<file path="config.mk">
export PLATFORM = sky130hd
export DESIGN_NAME = ref_row_fetcher_flat
export DESIGN_NICKNAME = d
export VERILOG_FILES = /design/src/rtl/ref_row_fetcher_if.sv /design/src/rtl/ref_row_fetcher.sv /design/src/flat_wrapper.sv
export SDC_FILE = /design/constraint.sdc
export NUM_CORES = 1
export LEC_CHECK = 0
export BUFFER_PORTS_ARGS = -buffer_cell sky130_fd_sc_hd__buf_4
export CORE_MARGIN = 10
export CORE_UTILIZATION = 54
export CTS_CLUSTER_SIZE = 14
export DETAILED_ROUTE_END_ITERATION = 12
export GPL_ROUTABILITY_DRIVEN = 0
export PLACE_DENSITY_LB_ADDON = 0.2
export SYNTH_ARGS = -nofsm -noshare
export SYNTH_HDL_FRONTEND = slang
export SYNTH_SLANG_ARGS = --single-unit
export TNS_END_PERCENT = 1
</file>
<file path="constraint.sdc">
create_clock -name clk -period 5.7 [get_ports clk]
set_input_delay 1.14 -clock clk [delete_from_list [all_inputs] [get_ports clk]]
set_output_delay 1.14 -clock clk [all_outputs]
set_load 0.02 [all_outputs]
</file>
<file path="src/rtl/ref_row_fetcher_if.sv">
// Start/memory/row bus of the reference row fetcher.
// master is the fetcher side; slave is its environment (frame memory and consumer).
interface ref_row_fetcher_if #(
  parameter int ADDR_W  = 12,
  parameter int COORD_W = 8,
  parameter int ROW_PIX = 15
);
  logic                      start;
  logic signed [COORD_W-1:0] blk_x;
  logic signed [COORD_W-1:0] blk_y;
  logic                      busy;
  logic                      mem_rd;
  logic [ADDR_W-1:0]         mem_addr;
  logic [7:0]                mem_rdata;
  logic [8*ROW_PIX-1:0]      row_data;
  logic                      row_valid;
  logic                      row_ready;
  logic [3:0]                row_idx;
  logic                      blk_done;

  modport master (
    input  start, blk_x, blk_y, mem_rdata, row_ready,
    output busy, mem_rd, mem_addr, row_data, row_valid, row_idx, blk_done
  );

  modport slave (
    output start, blk_x, blk_y, mem_rdata, row_ready,
    input  busy, mem_rd, mem_addr, row_data, row_valid, row_idx, blk_done
  );
endinterface

</file>
<file path="src/rtl/ref_row_fetcher.sv">
// Fetches the edge-padded (BLK+TAPS-1)^2 reference window around a block, one pixel
// per read, and hands it downstream one packed row at a time.
module ref_row_fetcher #(
  parameter int FRAME_W = 64,
  parameter int FRAME_H = 64,
  parameter int ADDR_W  = 12,
  parameter int COORD_W = 8,
  parameter int BLK     = 8,
  parameter int TAPS    = 8
) (
  input logic               clk,
  input logic               rst,
  ref_row_fetcher_if.master bus
);
  localparam int ROW_PIX = BLK + TAPS - 1;
  localparam int CW      = COORD_W + 2;
  localparam logic signed [CW-1:0] XMAX = CW'(FRAME_W - 1);
  localparam logic signed [CW-1:0] YMAX = CW'(FRAME_H - 1);
  localparam logic signed [CW-1:0] HALF = CW'(TAPS/2 - 1);

  typedef enum logic [2:0] {IDLE, FETCH, DRAIN, PRESENT, DONE} state_t;

  state_t                state_q, state_d;
  logic signed [CW-1:0]  ox_q, ox_d, oy_q, oy_d;
  logic [3:0]            row_q, row_d, col_q, col_d;
  logic                  rd_pend_q;
  logic [3:0]            rd_col_q;
  logic [8*ROW_PIX-1:0]  row_data_q;

  logic signed [CW-1:0]  x, y;
  logic [ADDR_W-1:0]     cx, cy;
  logic                  rd;

  always_ff @(posedge clk or posedge rst) begin
    if (rst) begin
      state_q <= IDLE;
      ox_q    <= '0;
      oy_q    <= '0;
      row_q   <= '0;
      col_q   <= '0;
    end else begin
      state_q <= state_d;
      ox_q    <= ox_d;
      oy_q    <= oy_d;
      row_q   <= row_d;
      col_q   <= col_d;
    end
  end

  always_comb begin
    state_d = state_q;
    ox_d    = ox_q;
    oy_d    = oy_q;
    row_d   = row_q;
    col_d   = col_q;
    unique case (state_q)
      IDLE: if (bus.start) begin
        state_d = FETCH;
        ox_d    = $signed({{2{bus.blk_x[COORD_W-1]}}, bus.blk_x}) - HALF;
        oy_d    = $signed({{2{bus.blk_y[COORD_W-1]}}, bus.blk_y}) - HALF;
        row_d   = '0;
        col_d   = '0;
      end
      FETCH: begin
        if (col_q == 4'(ROW_PIX - 1)) begin
          state_d = DRAIN;
          col_d   = '0;
        end else begin
          col_d = col_q + 4'd1;
        end
      end
      DRAIN: state_d = PRESENT;
      PRESENT: if (bus.row_ready) begin
        if (row_q == 4'(ROW_PIX - 1)) begin
          state_d = DONE;
        end else begin
          state_d = FETCH;
          row_d   = row_q + 4'd1;
          col_d   = '0;
        end
      end
      DONE:    state_d = IDLE;
      default: state_d = IDLE;
    endcase
  end

  // Edge padding: clamp the signed window coordinate into the frame, never wrap.
  always_comb begin
    x  = ox_q + $signed({{(CW-4){1'b0}}, col_q});
    y  = oy_q + $signed({{(CW-4){1'b0}}, row_q});
    cx = '0;
    cy = '0;
    if (x > XMAX)       cx = ADDR_W'(FRAME_W - 1);
    else if (x >= 0)    cx = ADDR_W'(x);
    if (y > YMAX)       cy = ADDR_W'(FRAME_H - 1);
    else if (y >= 0)    cy = ADDR_W'(y);
  end

  assign rd = (state_q == FETCH);

  // Responses land one cycle after their read; a reset drops any pending one.
  always_ff @(posedge clk or posedge rst) begin
    if (rst) begin
      rd_pend_q  <= 1'b0;
      rd_col_q   <= '0;
      row_data_q <= '0;
    end else begin
      rd_pend_q <= rd;
      rd_col_q  <= col_q;
      if (rd_pend_q) row_data_q[8*rd_col_q +: 8] <= bus.mem_rdata;
    end
  end

  assign bus.busy      = (state_q == FETCH) || (state_q == DRAIN) || (state_q == PRESENT);
  assign bus.mem_rd    = rd;
  assign bus.mem_addr  = rd ? ADDR_W'(cy * ADDR_W'(FRAME_W) + cx) : '0;
  assign bus.row_data  = row_data_q;
  assign bus.row_valid = (state_q == PRESENT);
  assign bus.row_idx   = row_q;
  assign bus.blk_done  = (state_q == DONE);
endmodule
</file>
<file path="src/flat_wrapper.sv">
// flat-port wrapper written by rule: the top's interface ports become plain ports
module ref_row_fetcher_flat 
#(
  parameter int FRAME_W = 64,
  parameter int FRAME_H = 64,
  parameter int ADDR_W  = 12,
  parameter int COORD_W = 8,
  parameter int BLK     = 8,
  parameter int TAPS    = 8
)
  (clk, rst, bus_start, bus_blk_x, bus_blk_y, bus_mem_rdata, bus_row_ready, bus_busy, bus_mem_rd, bus_mem_addr, bus_row_data, bus_row_valid, bus_row_idx, bus_blk_done);
  ref_row_fetcher_if #(.ADDR_W(ADDR_W), .COORD_W(COORD_W)) bus_i ();
  input logic clk;
  input logic rst;
  input wire logic [$bits(bus_i.start)-1:0] bus_start;
  input wire logic [$bits(bus_i.blk_x)-1:0] bus_blk_x;
  input wire logic [$bits(bus_i.blk_y)-1:0] bus_blk_y;
  input wire logic [$bits(bus_i.mem_rdata)-1:0] bus_mem_rdata;
  input wire logic [$bits(bus_i.row_ready)-1:0] bus_row_ready;
  output wire logic [$bits(bus_i.busy)-1:0] bus_busy;
  output wire logic [$bits(bus_i.mem_rd)-1:0] bus_mem_rd;
  output wire logic [$bits(bus_i.mem_addr)-1:0] bus_mem_addr;
  output wire logic [$bits(bus_i.row_data)-1:0] bus_row_data;
  output wire logic [$bits(bus_i.row_valid)-1:0] bus_row_valid;
  output wire logic [$bits(bus_i.row_idx)-1:0] bus_row_idx;
  output wire logic [$bits(bus_i.blk_done)-1:0] bus_blk_done;
  assign bus_i.start = bus_start;
  assign bus_i.blk_x = bus_blk_x;
  assign bus_i.blk_y = bus_blk_y;
  assign bus_i.mem_rdata = bus_mem_rdata;
  assign bus_i.row_ready = bus_row_ready;
  assign bus_busy = bus_i.busy;
  assign bus_mem_rd = bus_i.mem_rd;
  assign bus_mem_addr = bus_i.mem_addr;
  assign bus_row_data = bus_i.row_data;
  assign bus_row_valid = bus_i.row_valid;
  assign bus_row_idx = bus_i.row_idx;
  assign bus_blk_done = bus_i.blk_done;
  ref_row_fetcher #(.FRAME_W(FRAME_W), .FRAME_H(FRAME_H), .ADDR_W(ADDR_W), .COORD_W(COORD_W), .BLK(BLK), .TAPS(TAPS)) u_core (.clk(clk), .rst(rst), .bus(bus_i));
endmodule
</file>
Word level (Yosys, flattened, before mapping) --
Cells that the tools add are included.
Word-level totals: bits in registers 156, input port bits 28, output and inout port bits 140, word-level logic and storage cells 60
Cells by class: add/sub/neg operators 8, $lt $le $gt $ge 4, equality and inequality tests 10, shift operators 2, mux-type cells 19, reductions and logical operators 9
Operators by type and width (count):
- 120-bit bitwise mux | 1
- 8-bit by 34-bit variable shift with 120-bit output (first input constant) | 1
- 8-bit by 34-bit indexed part select with 120-bit output | 1
- 12-bit two-way mux | 3
- 7-bit negator with 34-bit output | 1
- 4-bit two-way mux | 6
- 10-bit by 5-bit adder with 10-bit output | 2
- 10-bit by 1-bit >= comparator with 1-bit output (second input constant) | 2
- 10-bit by 7-bit > comparator with 1-bit output (second input constant) | 2
- 8-bit by 3-bit subtractor with 9-bit output (second input constant) | 2
- 12-bit adder | 1
- 3-bit two-way mux | 4
- 6-bit two-way mux | 2
- 3-bit case mux with 4 select lines | 1
- 4-bit case mux with 3 select lines | 1
- 4-bit by 1-bit adder with 4-bit output (second input constant) | 2
- 4-bit == test (second input constant) | 2
- 2-bit inequality test (second input constant) | 4
- 4-bit case mux with 2 select lines | 1
- 4-bit AND reduction | 2
- 3-bit by 2-bit == test with 1-bit output (second input constant) | 2
- 3-bit by 1-bit == test with 1-bit output (second input constant) | 1
- 3-bit == test (second input constant) | 1
- 3-bit logical NOT | 1
- other kinds (5) | 6

Logic depth before layout (Yosys ltp) --
Gate-level depths: netlist of run 1.
depth after elaboration 6, depth in mapped cells 15, mapped depth without buffers 15

Least setup slack after synthesis of run 1 --
OpenSTA, ideal clock, no wires.
path kind register to output, start point reg u_core.row_q[0], in the netlist u_core.bus.row_idx[0], end point out bus_mem_addr[7], data arrival time 2939 ps, setup slack 1621 ps, stages on the path, launching flop included 11, buffers on the path 0, path through dfrtp_1 -> ha_1 -> fa_1 -> a211oi_1 -> nor4_1 -> nor3_1 -> or3_1 -> o21a_1 -> inv_1 -> fa_1 -> nor2_1
Between the ends: cells in the longest elaborated chain, start to end 6, elaborated cells between the ends (all ways) 7, those cells by class 2 x add/sub; 2 x order compare; 3 x mux
RTL lines:
- start: declaration | RTL line ref_row_fetcher.sv:25 | logic [3:0] row_q, row_d, col_q, col_d;
- start signal: assignment | RTL line ref_row_fetcher.sv:45 | row_q <= row_d;
- 10-bit by 5-bit adder with 10-bit output * | RTL line ref_row_fetcher.sv:90 | y = oy_q + $signed({{(CW-4){1'b0}}, row_q});
- 10-bit by 1-bit >= comparator with 1-bit output | RTL line ref_row_fetcher.sv:96 | else if (y >= 0) cy = ADDR_W'(y);
- 6-bit two-way mux | RTL line ref_row_fetcher.sv:96
- 6-bit two-way mux * | RTL line ref_row_fetcher.sv:95 | if (y > YMAX) cy = ADDR_W'(FRAME_H - 1);
- 12-bit adder * | RTL line ref_row_fetcher.sv:116 | assign bus.mem_addr = rd ? ADDR_W'(cy * ADDR_W'(FRAME_W) + cx) : '0;
- 12-bit two-way mux * | RTL line ref_row_fetcher.sv:116
- end: declaration | RTL line flat_wrapper.sv:22 | output wire logic [$bits(bus_i.mem_addr)-1:0] bus_mem_addr;
Mark *: on every way between the ends. The rest lies on a longest branch, timed or not.

Worst setup path after layout of run 1 --
start point reg u_core.row_q[0], in the netlist u_core.bus.row_idx[0], end point out bus_mem_addr[8]
Same word-level chain as after synthesis.

==> flow_summary_export.csv, run 1 <==
group,metric,value,unit
clocking,clk_pin_slew_worst_paths,0.06,ns
clocking,cts_hold_buf,0,
clocking,ctsHtreeMaxLevel,4,
timing,period_needed,4.72,ns
die,num_rows,42,
setup_path,end_kind,"output port",
grt,overflow,0,
timing,tns,0,ns
layout,n_antenna_cell,0,
place,place_hpwl,13.7,mm
setup_path,startpoint_type,"register",
power_and_ir_drop,peakVddDrop,0.000262,V
synthesis,ys_types,54,
status,status,"completed",
setup_path,cp_data_required_time,4.56,ns
timing,slew_headroom,22.1,%
timing,fmaxAchievable,212,MHz
timing,hold_viol_final,0,
power_and_ir_drop,power_density,592,mW/mm^2
setup_path,critPathArrivalTime,3.58,ns
layout,final_cell_mix,"169 x buf_4, 154 x dfrtp_1, 107 x nand2_1",
drt,wl_met1,7.93,mm
synthesis,ys_ff_latch,154,
drt,vias,5683,
synthesis,synth_ff_type,"dfrtp_1",
clocking,insertion_delay,0.42,ns
drt,first_pass_iters,4,
timing,fin_worst_skew,0.00915,ns
timing,worst_slack,0.984,ns
grt,grt_max_degree,103,
timing,post-route-period-util,82.7,%
die,die_h,136,um
drt,route.met2.wl,9.55,mm
synthesis,async_flop_share,100,%
drt,viasPerCell,5.52,
drt,drtIter0Drc,290,
synthesis,synth_edf_count,0,
layout,num-nets-final,895,
clocking,cts_resized,0,
worst_hold_path,hold_class,"register to register",
drt,route.detailed.drc,0,
grt,grt_pass1_vias,5820,
clocking,root_buffer,"clkbuf_16",
drt,postRouteAntennaNets,0,
die,die_w,136,um
synthesis,yosysSeqAreaShare,53.1,%
synthesis,postSynthAreaPerCell,10.7,sq um
die,coreArea,0.0132,sq mm
clocking,post_cts_buffers,0,
die,die_area,0.0185,sq mm
layout,fin_util,70.4,%
grt,antenna_found_initial,0,
drt,routed_wirelength,19.0,mm
timing,setup_viol,0,
die,initial_core_util,55.0,%
die,ios,168,
flow_run,maxCapViolCount,0,
clocking,cts_sinks,154,
place,io_buffers,167,
timing,rsz0062_at_grt,"false",
synthesis,yosys_warnings,0,
grt,grt_usage,20.6,%
setup_path,path_class,"register to output port",
layout,drive_above_1_share,33.5,%
synthesis,netlist_instances,678,
synthesis,synth_area,0.00726,sq mm
power_and_ir_drop,leakage,4.51,nW
place,dpl_worst_slack,1.48,ns
timing,worstMarginPinSlew,1.16,ns
layout,syn2layout_area_growth,27.9,%
clocking,cts.path.max_buffers,2,
setup_path,path_max_fanout,7,
drt,dr_wl_met3,1.19,mm
clocking,cts_buffers,17,
drt,wl_per_cell,18.5,um
clocking,cts_tree,"yes",
drt,dr.max_layer_used,"met4",
layout,layout_commonest_cell,"buf_4",
timing,finalMaxSlewViolations,0,
grt,grt_pass1_wl,30.6,mm
timing,whs,0.478,ns
## per-layer routing
layer	GRT usage [%]	vias up
met3	5.24	26
met4	7.69	0
li1	-	2680
met1	24.7	2795
met2	35.0	182
met5	0	-
## stage by stage
step,area [sq um],total power [mW],std cells
floorplan,7280,3.31,682
global placement,8650,4.20,1000
detailed placement,8650,4.29,1000
CTS,9280,5.52,1029
global route,9280,5.85,1029
finish,9280,5.50,1029
## power by group
group          total [mW]  switching [mW]  internal (mW)
registers            1.84           0.340           1.50
logic                2.44            1.38           1.06
clock network        1.21           0.421          0.792
## area by class of cell
type,count,area (sq um)
fill,986,3910
sequential,154,3850
multi-input combinational,473,3200
timing repair buffer,169,1270
clock buffer,21,460
tap,176,220
clock inverter,8,169
inverter,28,110
## worst max-delay path: stages (launching register included)
cell and delay, ns:
dfrtp_1 0.46, ha_1 0.28, fa_1 0.43, a211oi_1 0.39
o21a_1 0.19, nor3_1 0.05, or3_1 0.44, o21a_1 0.22
ha_1 0.33, xor2_1 0.16, nor2_1 0.05, buf_4 0.16
## cells by family after synthesis
family,count (synthesis),share of synthesized area (%)
simple gates,218,14.1
flops,154,53.1
compound gates,124,9.89
mux,79,12.7
buf+inv,55,3.03
fa+ha+maj,24,4.45
xor+xnor,22,2.65
other cells,2,0.103
## path summary, 6_finish.rpt
kind	from	end	slack, ns	cells after the start
max in group asynchronous	rst	u_core.bus.row_data[64]$_DFFE_PP0P_	3.59	3
worst min register to register	u_core.bus.row_data[55]$_DFFE_PP0P_	u_core.bus.row_data[55]$_DFFE_PP0P_	0.48	2
worst max-delay path	u_core.bus.row_idx[0]$_DFFE_PP0P_	bus_mem_addr[8]	0.98	11
min in group asynchronous	rst	u_core.bus.row_data[88]$_DFFE_PP0P_	0.90	2
worst min-delay path	u_core.bus.row_data[55]$_DFFE_PP0P_	u_core.bus.row_data[55]$_DFFE_PP0P_	0.48	2
worst max register to register	u_core.rd_col_q[0]$_DFF_PP0_	u_core.bus.row_data[27]$_DFFE_PP0P_	2.87	7
## cell usage after synthesis, types with 3 or more instances
library cell / count / area (sq um)
dfrtp_1: 154 / 3850
or4_1: 4 / 30.0
nor2b_1: 6 / 37.5
a211oi_1: 5 / 37.5
a21o_1: 6 / 45.0
nand4_1: 5 / 31.3
fa_1: 3 / 60.1
nor3_1: 16 / 80.1
mux2_4: 8 / 120
buf_2: 5 / 25.0
mux2_2: 71 / 800
o21ai_0: 67 / 335
a21oi_1: 21 / 105
nor4_2: 3 / 37.5
nor2_1: 30 / 113
xor2_1: 10 / 87.6
o21a_1: 8 / 60.1
nand3_1: 20 / 100
nor4_1: 3 / 18.8
o21bai_1: 3 / 22.5
xnor2_1: 12 / 105
inv_1: 27 / 101
clkbuf_1: 21 / 78.8
ha_1: 21 / 263
and2_1: 3 / 18.8
nand2_1: 107 / 402
or3_1: 6 / 37.5
## flip-flops by register name, summed over array words and instances (netlist names)
register	cells
u_core.bus.row_idx	4
u_core.rd_col_q	4
u_core.rd_pend_q	1
u_core.bus.row_data	120
u_core.oy_q	9
u_core.state_q	3
u_core.col_q	4
u_core.ox_q	9
Power figures use the tool's default switching activity.
==> inputs of run 2 (changes only) <==
==> constraint.sdc (replaced) <==
create_clock -name clk -period 4.7 [get_ports clk]
set_input_delay 0.94 -clock clk [delete_from_list [all_inputs] [get_ports clk]]
set_output_delay 0.94 -clock clk [all_outputs]
set_load 0.02 [all_outputs]
==> run 2 against run 1 <==
  * Clock power grew 11%
  * Sequential cell count is the same
  * Core utilization shrank 0.21 points
  * Hold slack gained 0.00083 ns
  * Sequential share of layout area grew 0.12 points
  * Clock-buffer cell count grew 5
  * Worst setup slack lost 0.73 ns
  * Critical path depth is the same
  * Via count is essentially flat
  * Non-clock buffer count is the same
==> flow_summary_export.csv, run 2 (synthesis gave the netlist of run 1 again) <==
group,metric,value,unit
timing,rsz0062_at_grt,"false",
clocking,cts_buffers,17,
status,status,"completed",
timing,period_needed,4.44,ns
power_and_ir_drop,leakage,4.49,nW
drt,route.detailed.drc,0,
grt,overflow,0,
clocking,clk_pin_slew_worst_paths,0.06,ns
layout,fin_util,70.2,%
setup_path,cp_data_required_time,3.76,ns
layout,layout_commonest_cell,"buf_4",
die,coreArea,0.0132,sq mm
power_and_ir_drop,peakVddDrop,0.000327,V
timing,fmaxAchievable,225,MHz
setup_path,critPathArrivalTime,3.50,ns
setup_path,crit_slowest_cell,"dfrtp_1",
setup_path,cp_slowest_stage_delay,0.45,ns
worst_hold_path,hp-start,"u_core.bus.row_data[64]$_DFFE_PP0P_",
clocking,ctsHtreeMaxLevel,4,
timing,whs,0.479,ns
drt,drtIter0Drc,341,
layout,syn2layout_area_growth,27.5,%
clocking,cts_tree,"yes",
place,place_inst,1000,
timing,tns,0,ns
grt,antenna_found_initial,0,
timing,worstMarginPinSlew,1.22,ns
drt,wl_per_cell,18.2,um
timing,post-route-period-util,94.5,%
clocking,insertion_delay,0.42,ns
timing,slew_headroom,17.9,%
clocking,post_cts_buffers,0,
setup_path,startpoint_type,"register",
timing,finalMaxSlewViolations,0,
layout,fin_cells,1032,
timing,hold_viol_final,0,
setup_path,r2r-start,"u_core.rd_col_q[0]$_DFF_PP0_",
die,num_rows,42,
drt,routed_wirelength,18.8,mm
clocking,cts.path.max_buffers,2,
setup_path,end_kind,"output port",
grt,grt_pass1_vias,5799,
layout,final_cell_mix,"168 x buf_4, 154 x dfrtp_1, 107 x nand2_1",
setup_path,path_buf_inv,1,
setup_path,path_max_fanout,7,
drt,vias,5682,
worst_hold_path,hold_class,"register to register",
timing,fin_worst_skew,0.00417,ns
power_and_ir_drop,power.total,6.55,mW
clocking,root_buffer,"clkbuf_16",
layout,n_antenna_cell,0,
setup_path,rrSetupSlack,1.83,ns
die,ios,168,
layout,largest_register_ffs,120,
flow_run,maxCapViolCount,0,
timing,setup_viol,0,
drt,postRouteAntennaNets,0,
grt,grt_usage,20.4,%
die,die_area,0.0185,sq mm
place,io_buffers,167,
grt,grt_max_degree,112,
die,die_w,136,um
power_and_ir_drop,power_density,708,mW/mm^2
setup_path,path_class,"register to output port",
clocking,cts_sinks,154,
drt,viasPerCell,5.51,
layout,num-nets-final,895,
setup_path,crit_family,"adder cells",
place,place_hpwl,13.8,mm
die,initial_core_util,55.0,%
layout,drive_above_1_share,33.5,%
drt,first_pass_iters,4,
setup_path,cp_cell_sequence,"ha_1 -> fa_1 -> a211oi_2 -> o21a_1 -> nor3_1 -> or3_1 -> o21a_1 -> ha_1 -> xor2_1 -> nor2_1 -> buf_4",
die,die_h,136,um
layout,fill_cells,973,
setup_path,worstSetupStartpoint,"u_core.bus.row_idx[0]$_DFFE_PP0P_",
grt,grt_pass1_wl,30.0,mm
[run 2: cell count changes in the layout (fill, tap and decap cells not counted)]
cell	previous run	this run
a211oi_1	5	4
clkinvlp_4	0	2
buf_12	0	1
clkbuf_1	2	5
bufinv_16	5	2
clkbuf_8	2	4
buf_4	169	168
inv_6	1	0
a211oi_2	0	1
[run 2: power by group]
part	switching (mW)	internal (mW)
Combinational	1.69	1.29
Sequential	0.402	1.82
Clock	0.506	0.837
[run 2: path summary, 6_finish.rpt]
path                            depth (start not counted)                                   to
worst max-delay path                                   11                      bus_mem_addr[8]
worst min-delay path                                    2  u_core.bus.row_data[64]$_DFFE_PP0P_
worst max register to register                          7  u_core.bus.row_data[28]$_DFFE_PP0P_
worst min register to register                          2  u_core.bus.row_data[64]$_DFFE_PP0P_
max in group asynchronous                               3          u_core.col_q[2]$_DFFE_PP0P_
min in group asynchronous                               2  u_core.bus.row_data[88]$_DFFE_PP0P_
[run 2: layout make-up]
type	instances	area [sq um]	share of cell area, %
repair buffers	169	1280	13.8
well taps	176	220	2.38
multi-input cells	473	3210	34.6
clock buffers	26	499	5.39
flip-flops and latches	154	3850	41.6
clock inverters	6	86.3	0.933
inverters	28	109	1.18
[run 2: stage by stage]
| stage | setup WS [ns] | area (sq um) |
|---|---|---|
| after CTS | 0.140 | 9250 |
| after global routing | 0.0414 | 9260 |
| after detailed placement | 0.631 | 8670 |
| final | 0.257 | 9260 |
| after floorplan | 0.821 | 7280 |
| after global placement | 0.751 | 8670 |
[run 2: repair_timing]
item	CTS	global route
hold buffers	0	0
gates resized for setup	0	1
endpoints found under the setup margin	0	3
[run 2: routing by layer]
metal,track usage (%),vias up,routed length (um)
li1,-,2672,-
met1,24.3,2803,7770
met2,34.5,179,9540
met3,5.76,28,1230
met4,7.63,0,279
met5,0,-,0
[run 2: worst reg2reg max path, delay by kind of cell (launching register included)]
kind          cells  cell delay [ns]
simple gates      4             1.44
flops             1             0.46
mux               1             0.43
fa+ha+maj         1             0.27
buf+inv           1             0.15
